`src/rtl/ctrl_pila_pkg.sv`:
```
// Shared widths, select codes, state encoding and vector helper for the stack controller.
package ctrl_pila_pkg;

    localparam int unsigned ANCHO   = 10;
    localparam int unsigned PROF    = 16;
    localparam int unsigned NINT    = 4;
    localparam int unsigned NIVEL_W = $clog2(PROF) + 1;
    localparam int unsigned IDX_W   = (NINT > 1) ? $clog2(NINT) : 1;

    localparam logic [ANCHO-1:0]   VECT_BASE = 10'h3C0;
    localparam logic [NIVEL_W-1:0] PROF_N    = NIVEL_W'(PROF);

    localparam logic [1:0] SEL_NORMAL = 2'b00;
    localparam logic [1:0] SEL_PILA   = 2'b01;
    localparam logic [1:0] SEL_VECT   = 2'b10;

    typedef enum logic {
        NORMAL   = 1'b0,
        SERVICIO = 1'b1
    } estado_t;

    // Vector i sits at VECT_BASE + 4*i.
    function automatic logic [ANCHO-1:0] dir_vector(input logic [IDX_W-1:0] idx);
        return VECT_BASE + ANCHO'({idx, 2'b00});
    endfunction

endpackage

```
`src/rtl/ctrl_pila_if.sv`:
```
// Decoded-instruction / interrupt inputs and stack/PC control outputs of the controller.
interface ctrl_pila_if;
    import ctrl_pila_pkg::*;

    logic               call;
    logic               ret;
    logic               reti;
    logic               ei;
    logic               di;
    logic [ANCHO-1:0]   pc_act;
    logic [ANCHO-1:0]   pc_sig;
    logic [NINT-1:0]    int_req;

    logic               push;
    logic               pop;
    logic               weSP;
    logic [ANCHO-1:0]   dato_pila;
    logic [1:0]         sel_pc;
    logic [ANCHO-1:0]   vector;
    logic               anular;
    logic [NINT-1:0]    int_ack;
    logic               en_servicio;
    logic [NIVEL_W-1:0] nivel;
    logic               desb;
    logic               vacio_err;

    modport master (
        output call, ret, reti, ei, di, pc_act, pc_sig, int_req,
        input  push, pop, weSP, dato_pila, sel_pc, vector, anular, int_ack,
               en_servicio, nivel, desb, vacio_err
    );

    modport slave (
        input  call, ret, reti, ei, di, pc_act, pc_sig, int_req,
        output push, pop, weSP, dato_pila, sel_pc, vector, anular, int_ack,
               en_servicio, nivel, desb, vacio_err
    );

endinterface

```
`src/rtl/ctrl_pila_prio_int.sv`:
```
// Fixed-priority encoder: the lowest-numbered pending line wins.
module prio_int
    import ctrl_pila_pkg::*;
#(
    parameter int unsigned N   = NINT,
    parameter int unsigned IDX = IDX_W
) (
    input  logic [N-1:0]   pend,
    output logic           valid,
    output logic [N-1:0]   grant,
    output logic [IDX-1:0] idx
);

    // Isolate the lowest set bit and encode its position.
    always_comb begin
        valid = |pend;
        grant = pend & (~pend + N'(1));
        idx   = '0;
        for (int i = 0; i < int'(N); i++) begin
            if (grant[i]) begin
                idx = IDX'(i);
            end
        end
    end

endmodule

```
`src/rtl/ctrl_pila.sv`:
```
// Return-address stack controller: call/ret/reti sequencing, interrupt entry and depth tracking.
module ctrl_pila
    import ctrl_pila_pkg::*;
(
    input  logic        clk,
    input  logic        reset,
    ctrl_pila_if.slave  bus
);

    estado_t            estado, estado_n;
    logic [NIVEL_W-1:0] nivel, nivel_n;
    logic [NINT-1:0]    pend, pend_n;
    logic               int_en, int_en_n;
    logic               desb, desb_n;
    logic               vacio, vacio_n;

    logic               pend_valid;
    logic [NINT-1:0]    grant;
    logic [IDX_W-1:0]   idx;
    logic               tomar;
    logic               hay_espacio;
    logic               hay_datos;

    prio_int #(.N(NINT), .IDX(IDX_W)) u_prio (
        .pend  (pend),
        .valid (pend_valid),
        .grant (grant),
        .idx   (idx)
    );

    assign hay_espacio = (nivel < PROF_N);
    assign hay_datos   = (nivel != '0);

    // Interrupt entry only in an idle NORMAL cycle with room on the stack.
    assign tomar = (estado == NORMAL) && int_en && pend_valid &&
                   !bus.call && !bus.ret && !bus.reti && hay_espacio;

    // State, depth, pending latch, enable and sticky error registers.
    always_ff @(posedge clk or posedge reset) begin
        if (reset) begin
            estado <= NORMAL;
            nivel  <= '0;
            pend   <= '0;
            int_en <= 1'b0;
            desb   <= 1'b0;
            vacio  <= 1'b0;
        end else begin
            estado <= estado_n;
            nivel  <= nivel_n;
            pend   <= pend_n;
            int_en <= int_en_n;
            desb   <= desb_n;
            vacio  <= vacio_n;
        end
    end

    // Next-state and same-cycle stack/PC controls; interrupt > call > ret/reti.
    always_comb begin
        estado_n      = estado;
        nivel_n       = nivel;
        desb_n        = desb;
        vacio_n       = vacio;
        int_en_n      = bus.di ? 1'b0 : (bus.ei ? 1'b1 : int_en);
        bus.push      = 1'b0;
        bus.pop       = 1'b0;
        bus.weSP      = 1'b0;
        bus.dato_pila = bus.pc_sig;
        bus.sel_pc    = SEL_NORMAL;
        bus.vector    = '0;
        bus.anular    = 1'b0;
        bus.int_ack   = '0;

        if (tomar) begin
            bus.push      = 1'b1;
            bus.weSP      = 1'b1;
            bus.dato_pila = bus.pc_act;
            bus.sel_pc    = SEL_VECT;
            bus.vector    = dir_vector(idx);
            bus.anular    = 1'b1;
            bus.int_ack   = grant;
            nivel_n       = nivel + NIVEL_W'(1);
            estado_n      = SERVICIO;
        end else if (bus.call) begin
            if (hay_espacio) begin
                bus.push = 1'b1;
                bus.weSP = 1'b1;
                nivel_n  = nivel + NIVEL_W'(1);
            end else begin
                desb_n = 1'b1;
            end
        end else if (bus.ret || bus.reti) begin
            if (hay_datos) begin
                bus.pop    = 1'b1;
                bus.weSP   = 1'b1;
                bus.sel_pc = SEL_PILA;
                nivel_n    = nivel - NIVEL_W'(1);
            end else begin
                vacio_n = 1'b1;
            end
            // reti leaves the ISR even when the pop underflows.
            if (bus.reti && (estado == SERVICIO)) begin
                estado_n = NORMAL;
            end
        end

        // Acknowledge clears its line and beats a same-cycle request.
        pend_n = (pend | bus.int_req) & ~bus.int_ack;
    end

    // Registered state straight to the outputs.
    assign bus.en_servicio = (estado == SERVICIO);
    assign bus.nivel       = nivel;
    assign bus.desb        = desb;
    assign bus.vacio_err   = vacio;

endmodule

```
`src/flat_wrapper.sv`:
```
// flat-port wrapper written by rule: the top's interface ports become plain ports
module ctrl_pila_flat import ctrl_pila_pkg::*;
  (clk, reset, bus_call, bus_ret, bus_reti, bus_ei, bus_di, bus_pc_act, bus_pc_sig, bus_int_req, bus_push, bus_pop, bus_weSP, bus_dato_pila, bus_sel_pc, bus_vector, bus_anular, bus_int_ack, bus_en_servicio, bus_nivel, bus_desb, bus_vacio_err);
  ctrl_pila_if bus_i ();
  input  logic clk;
  input  logic reset;
  input wire logic [$bits(bus_i.call)-1:0] bus_call;
  input wire logic [$bits(bus_i.ret)-1:0] bus_ret;
  input wire logic [$bits(bus_i.reti)-1:0] bus_reti;
  input wire logic [$bits(bus_i.ei)-1:0] bus_ei;
  input wire logic [$bits(bus_i.di)-1:0] bus_di;
  input wire logic [$bits(bus_i.pc_act)-1:0] bus_pc_act;
  input wire logic [$bits(bus_i.pc_sig)-1:0] bus_pc_sig;
  input wire logic [$bits(bus_i.int_req)-1:0] bus_int_req;
  output wire logic [$bits(bus_i.push)-1:0] bus_push;
  output wire logic [$bits(bus_i.pop)-1:0] bus_pop;
  output wire logic [$bits(bus_i.weSP)-1:0] bus_weSP;
  output wire logic [$bits(bus_i.dato_pila)-1:0] bus_dato_pila;
  output wire logic [$bits(bus_i.sel_pc)-1:0] bus_sel_pc;
  output wire logic [$bits(bus_i.vector)-1:0] bus_vector;
  output wire logic [$bits(bus_i.anular)-1:0] bus_anular;
  output wire logic [$bits(bus_i.int_ack)-1:0] bus_int_ack;
  output wire logic [$bits(bus_i.en_servicio)-1:0] bus_en_servicio;
  output wire logic [$bits(bus_i.nivel)-1:0] bus_nivel;
  output wire logic [$bits(bus_i.desb)-1:0] bus_desb;
  output wire logic [$bits(bus_i.vacio_err)-1:0] bus_vacio_err;
  assign bus_i.call = bus_call;
  assign bus_i.ret = bus_ret;
  assign bus_i.reti = bus_reti;
  assign bus_i.ei = bus_ei;
  assign bus_i.di = bus_di;
  assign bus_i.pc_act = bus_pc_act;
  assign bus_i.pc_sig = bus_pc_sig;
  assign bus_i.int_req = bus_int_req;
  assign bus_push = bus_i.push;
  assign bus_pop = bus_i.pop;
  assign bus_weSP = bus_i.weSP;
  assign bus_dato_pila = bus_i.dato_pila;
  assign bus_sel_pc = bus_i.sel_pc;
  assign bus_vector = bus_i.vector;
  assign bus_anular = bus_i.anular;
  assign bus_int_ack = bus_i.int_ack;
  assign bus_en_servicio = bus_i.en_servicio;
  assign bus_nivel = bus_i.nivel;
  assign bus_desb = bus_i.desb;
  assign bus_vacio_err = bus_i.vacio_err;
  ctrl_pila u_core (.clk(clk), .reset(reset), .bus(bus_i));
endmodule
```
`config.mk`:
```
export PLATFORM = sky130hd
export DESIGN_NAME = ctrl_pila_flat
export DESIGN_NICKNAME = d
export VERILOG_FILES = /design/src/rtl/ctrl_pila_pkg.sv /design/src/rtl/ctrl_pila_if.sv /design/src/rtl/ctrl_pila_prio_int.sv /design/src/rtl/ctrl_pila.sv /design/src/flat_wrapper.sv
export SDC_FILE = /design/constraint.sdc
export NUM_CORES = 1
export LEC_CHECK = 0
export BUFFER_PORTS_ARGS = -buffer_cell sky130_fd_sc_hd__buf_2
export CORE_MARGIN = 1.5
export CORE_UTILIZATION = 40
export CTS_CLUSTER_DIAMETER = 60
export DETAILED_ROUTE_END_ITERATION = 16
export PLACE_DENSITY = 0.76
export SYNTH_ARGS = -nofsm -noshare
export SYNTH_HDL_FRONTEND = slang
export SYNTH_HIERARCHICAL = 1
export SYNTH_SLANG_ARGS = --single-unit
export TNS_END_PERCENT = 50
```
`constraint.sdc`:
```
create_clock -name clk -period 2.65 [get_ports clk]
set_input_delay 0.265 -clock clk [delete_from_list [all_inputs] [get_ports clk]]
set_output_delay 0.265 -clock clk [all_outputs]
set_load 0.02 [all_outputs]
```
; ---- After elaboration in Yosys (flattened, before gate mapping)
; Index checks and enable logic that the tools add are counted.
[word_totals]
regBits = 13
out_inout_bits = 38
[op_classes]
n_addsub = 4
n_lt_le_gt_ge = 1
n_eq_ne = 2
n_mux = 31
n_bitwise = 10
n_reduce_logical = 22
[op_table]
columns = operator, count
row1 = two-way mux 5 bit, 5
row2 = two-way mux 10 bit, 2
row3 = two-way mux 1 bit, 18
row4 = two-way mux 2 bit, 5
row5 = AND reduction 3 bit, 3
row6 = adder 7 x 5 -> 8 bit (first input constant), 1
row7 = AND 4 bit, 2
row8 = inverter 4 bit, 2
row9 = logical AND 1 bit, 7
row10 = nonzero test 2 bit, 3
row11 = nonzero test 3 bit, 2
row12 = adder 5 x 1 -> 5 bit (second input constant), 1
row13 = < comparator 5 bit (second input constant), 1
row14 = inverter 1 bit, 5
row15 = nonzero test 5 bit, 1
row16 = subtractor 5 x 1 -> 5 bit (second input constant), 1
row17 = adder 4 x 1 -> 4 bit (second input constant), 1
row18 = two-way mux 4 bit, 1
row19 = bitwise OR 4 bit, 1
row20 = AND reduction 4 bit, 1
row21 = OR reduction 4 bit, 1
row22 = zero test 1 bit, 3
row23 = != test 3 x 1 -> 1 bit (second input constant), 1
row24 = != test 2 x 1 -> 1 bit (second input constant), 1
row25 = logical OR 1 bit, 1

; ---- Depth between registers and ports, before layout
[depth]
depth_word = 10
depth_mapped = 6
ltp_nobuf = 6

; ---- By module
; The synthesis kept the hierarchy.
[by_module_without_submodules]
columns = module, instances, cells_per_inst, area_each_um2
row1 = ctrl_pila, 1, 99, 1016.0
row2 = prio_int, 1, 10, 58.8

; ---- Worst setup path before layout
; Ideal clock, no wire load.
[synth_path]
path_type = register -> output
startpoint = register u_core.pend[0]
endpoint = output port bus_dato_pila[1]
t_arrival_ps = 1796
required_time_ps = 2385
setup_slack_ps = 589
path_stages_with_launch = 7
path_buffers = 1
cell_sequence = dfrtp_1 or4_1 and4bb_4 nand2_4 nor2_4 buf_8 mux2_4
[synth_via]
elab_chain_cells = 7
[synth_rtl]
columns = item, line
row1 = start: declaration, ctrl_pila.sv:12  ; logic [NINT-1:0] pend, pend_n;
row2 = start signal: assignment, ctrl_pila.sv:50  ; pend <= pend_n;
row3 = OR reduction 4 bit, ctrl_pila_prio_int.sv:16  ; valid = |pend;
row4 = via u_core.pend_valid, ctrl_pila.sv:17  ; logic pend_valid;
row5 = logical AND 1 bit (2 in a row), ctrl_pila.sv:35  ; assign tomar = (estado == NORMAL) && int_en && pend_valid &&
row6 = logical AND 1 bit (3 in a row), ctrl_pila.sv:36  ; !bus.call && !bus.ret && !bus.reti && hay_espacio;
row7 = two-way mux 10 bit, ctrl_pila.sv:73  ; if (tomar) begin
row8 = end: declaration, flat_wrapper.sv:18  ; output wire logic [$bits(bus_i.dato_pila)-1:0] bus_dato_pila;
; The timed path passes the listed nets, and every way through them passes these cells.

; ---- Final worst setup path
[layout_path]
startpoint = register u_core.pend[0]
endpoint = output port bus_dato_pila[0]
; Same word-level chain as after synthesis.

==> summary.md <==
| Metric | Value |
|---|---|
| Largest net degree at the start of global routing | 18 |
| Iteration count of the initial detailed-routing pass | 4 |
| DRC viols | 0 |
| WP data arrival | 2.24 ns |
| Total gr overflow | 0 |
| Leakage power | approximately 0.7 nW |
| Critical path, cell by cell | or4_1 > and4bb_4 > nand2_4 > nor2_4 > mux2_2 > buf_2 |
| Clock Tree Root | clkbuf_4 |
| Post-Syn Area per Cell | a little under 10 µm² |
| Remaining antenna violation count | 0 |
| Final min period | 2.502 ns |
| Delay-heaviest family, CP | simple AND/OR/NAND/NOR gates |
| Row count | 18 |
| Post-synth top area share | 0.3027 |
| Ant diodes | 0 |
| Number of flops mapped to enable cells by yosys | 0 |
| Hold crit path type | input port to asynchronous set/reset pin |
| Core ar. | approximately 2500 µm² |
| R2r setup slk | roughly 0.74 ns |
| Fin cells | between 150 and 200 |
| Layout cells sized above 1 | 0.5329 |
| Outcome | finished with violations |
| Cell taking the most area after synthesis | dfrtp_1 |
| IO Pins | 69 |
| Mean number of vias per cell | between 5 and 6 |
| Die width | 54.84 µm |
| Final setup viols | 0 |
| Worst path slowest cell | dfrtp_1 |
| Prevailing post-synth register cell | dfrtp_1 |
| CTS Sinks | 13 |
| Via count of the first global-routing pass | around 920 |
| Area growth, synth to finish | 27.24% |
| CTS tree | done |
| R2r worst-path depth | 5 |
| P_int | 0.4836 mW |
| Post-synth ARST share | 1.000 |
| Most common cell after layout, fill and taps aside | buf_2 |
| CTS buffer count | 3 |
| Starting DRT DRC Count | 31 |
| Reg2reg start | u_core/pend[0]$_DFF_PP0_ |
| GP Congestion | roughly 0.8 |
| Hold-fix buffers, CTS | 0 |
| Total wire length | 2718 µm |
| Seq/Total Area, Yosys | 0.3027 |
| Die area | between 3000 and 4000 µm² |
| Final period util | 0.9441 |
| Power per cell area | 622.3 nW/µm² |
| H-Tree Depth | 1 |
| Sequential share of power | 0.379 |
| Worst Path Max Fanout | 17 |
| Logic pwr share | 0.474 |
| Tot GR Track Use | 0.1913 |
| Switching fraction of total power | 0.4318 |
| Clock-pin slew on the worst setup and hold paths | 0.08 ns |
| Worst path buffer plus inverter count | 1 |
| F_max | ~0.40 GHz |
| Clock power frac | 0.147 |
| VDD IR max | 0.4906 mV |
| CTS resizes | 0 |
| DP Cell Count | 193 |
| Die Y-Extent | 54.84 µm |
| First-pass GRT wire length | 4036 µm |
| Vias after detailed routing | 1046 |
| Clock skew | 0.005920 ns |
| Buffers on Ports | between 60 and 70 |
| Hold WS | -0.01478 ns |
| WP data required | 2.38 ns |
| Initial antenna violation count | 0 |
| Most frequent cells in the layout | 64 x buf_2, 13 x nor2_1, 13 x dfrtp_1 |
| CP peak stage delay | 0.47 ns |
| MaxCap Viol Count | 0 |
| Clock latency on the worst-skew pair | 0.28 ns |
| DR WL/cell | between 10 and 15 µm |
| Top cells by area, synth | dfrtp_1 30%, mux2_4 11%, buf_4 7.7%, nor2_1 4.5%, and3_1 3.5% |
| Buffer count from post-CTS setup fixing | 0 |
| RR Endpoint | u_core/bus.nivel[2]$_DFFE_PP0P_ |
| Setup TNS | 0 ns |
| Failing checks | negative hold slack |
| Final Max Slew Viols | 0 |
| Unrepaired setup endpoints after global routing | no |
| Startpoint class of the critical path | flip-flop |
| Register bit count reported by yosys | 13 |
| Starting density of the core | 0.4299 |
| Switching power | 0.3675 mW |
| Cell Area, Synth | 1075 µm² |
| Post-layout net count | 201 |
| WS Path Type | flip-flop to primary output |
| CP Capture Type | primary output |
| Synth Instances | 109 |
| CTS Buffer Depth | 2 |
| Layout Utilization | 0.5470 |
| Post-synthesis cell type count | 46 |
| Yosys warning total | 6 |
| Fin. Hold Viols | 13 |
| HPWL after DPL | 2154 µm |
flip-flops by register name (all words and copies together) (netlist names):
name and count:
u_core/bus.desb 1, u_core/bus.en_servicio 1, u_core/bus.nivel 5, u_core/bus.vacio_err 1, u_core/int_en 1, u_core/pend 4
cell usage after synthesis (2+ instances only):
| master | count |
|---|---|
| inv_1 | 7 |
| ha_1 | 2 |
| mux2_4 | 8 |
| nor2_1 | 13 |
| o211ai_1 | 2 |
| and3_1 | 6 |
| nand3_1 | 4 |
| dfrtp_1 | 13 |
| a21o_1 | 2 |
| buf_4 | 11 |
| nor3b_1 | 2 |
| a2bb2oi_1 | 2 |
| nor2_2 | 2 |
| xnor2_1 | 2 |
| mux2_2 | 2 |
worst max path at each step:
| stage | startpoint | depth (start not counted) | slack, ns | endpoint |
|---|---|---|---|---|
| 2_1_floorplan | u_core/pend[0]$_DFF_PP0_ | 6 | 0.59 | bus_dato_pila[1] |
| 3_3_place_gp | u_core/pend[0]$_DFF_PP0_ | 6 | 0.52 | bus_dato_pila[0] |
| 3_5_place_dp | u_core/pend[0]$_DFF_PP0_ | 6 | 0.44 | bus_dato_pila[0] |
| 4_1_cts | u_core/pend[0]$_DFF_PP0_ | 6 | 0.13 | bus_dato_pila[0] |
| 5_1_grt | u_core/pend[0]$_DFF_PP0_ | 6 | 0.04 | bus_dato_pila[0] |
| 6_report | u_core/pend[0]$_DFF_PP0_ | 6 | 0.15 | bus_dato_pila[0] |
power by group through the flow:
stage / clock (mW) / sequential, mW / combinational (mW)
after global placement: 0 / 0.322 / 0.399
after CTS: 0.129 / 0.321 / 0.407
after floorplan: 0 / 0.366 / 0.240
after global routing: 0.137 / 0.332 / 0.441
after detailed placement: 0 / 0.325 / 0.404
final: 0.125 / 0.323 / 0.404
layout make-up:
cell class	count	area (µm²)
Clock buffer	4	26.28
Fill cell	221	1132
Inverter	7	26.28
Multi-Input combinational cell	79	631.9
Sequential cell	13	325.3
Tap cell	30	37.54
Timing Repair Buffer	64	320.3
kinds of logic after synthesis:
group / Yosys count / share of synthesized area
AO/OA/AOI/OAI: 18 / 0.1350
multiplexers: 10 / 0.1327
XOR/XNOR: 3 / 0.02445
flip-flops: 13 / 0.3027
other: 1 / 0.003489
buffers and inverters: 20 / 0.1199
adder cells (fa/ha/maj): 2 / 0.02328
AND/OR/NAND/NOR: 42 / 0.2585
metrics by stage:
stage	worst slack (ns)	power [mW]	cell area, µm²
after global placement	0.5213	0.7209	1341
after global routing	0.03735	0.9094	1368
final	0.1480	0.8511	1368
after detailed placement	0.4440	0.7284	1341
after CTS	0.1323	0.8568	1368
after floorplan	0.5886	0.6062	1086
per-layer routing:
layer  global-route usage  vias to the layer above  part of all wire
met2               0.3413                       69              0.49
met1               0.2277                      479              0.37
met3              0.01639                        5              0.12
li1                     -                      493                 -
met5                    0                        -                 0
met4              0.09167                        0             0.015
Power figures use the tool's default switching activity.
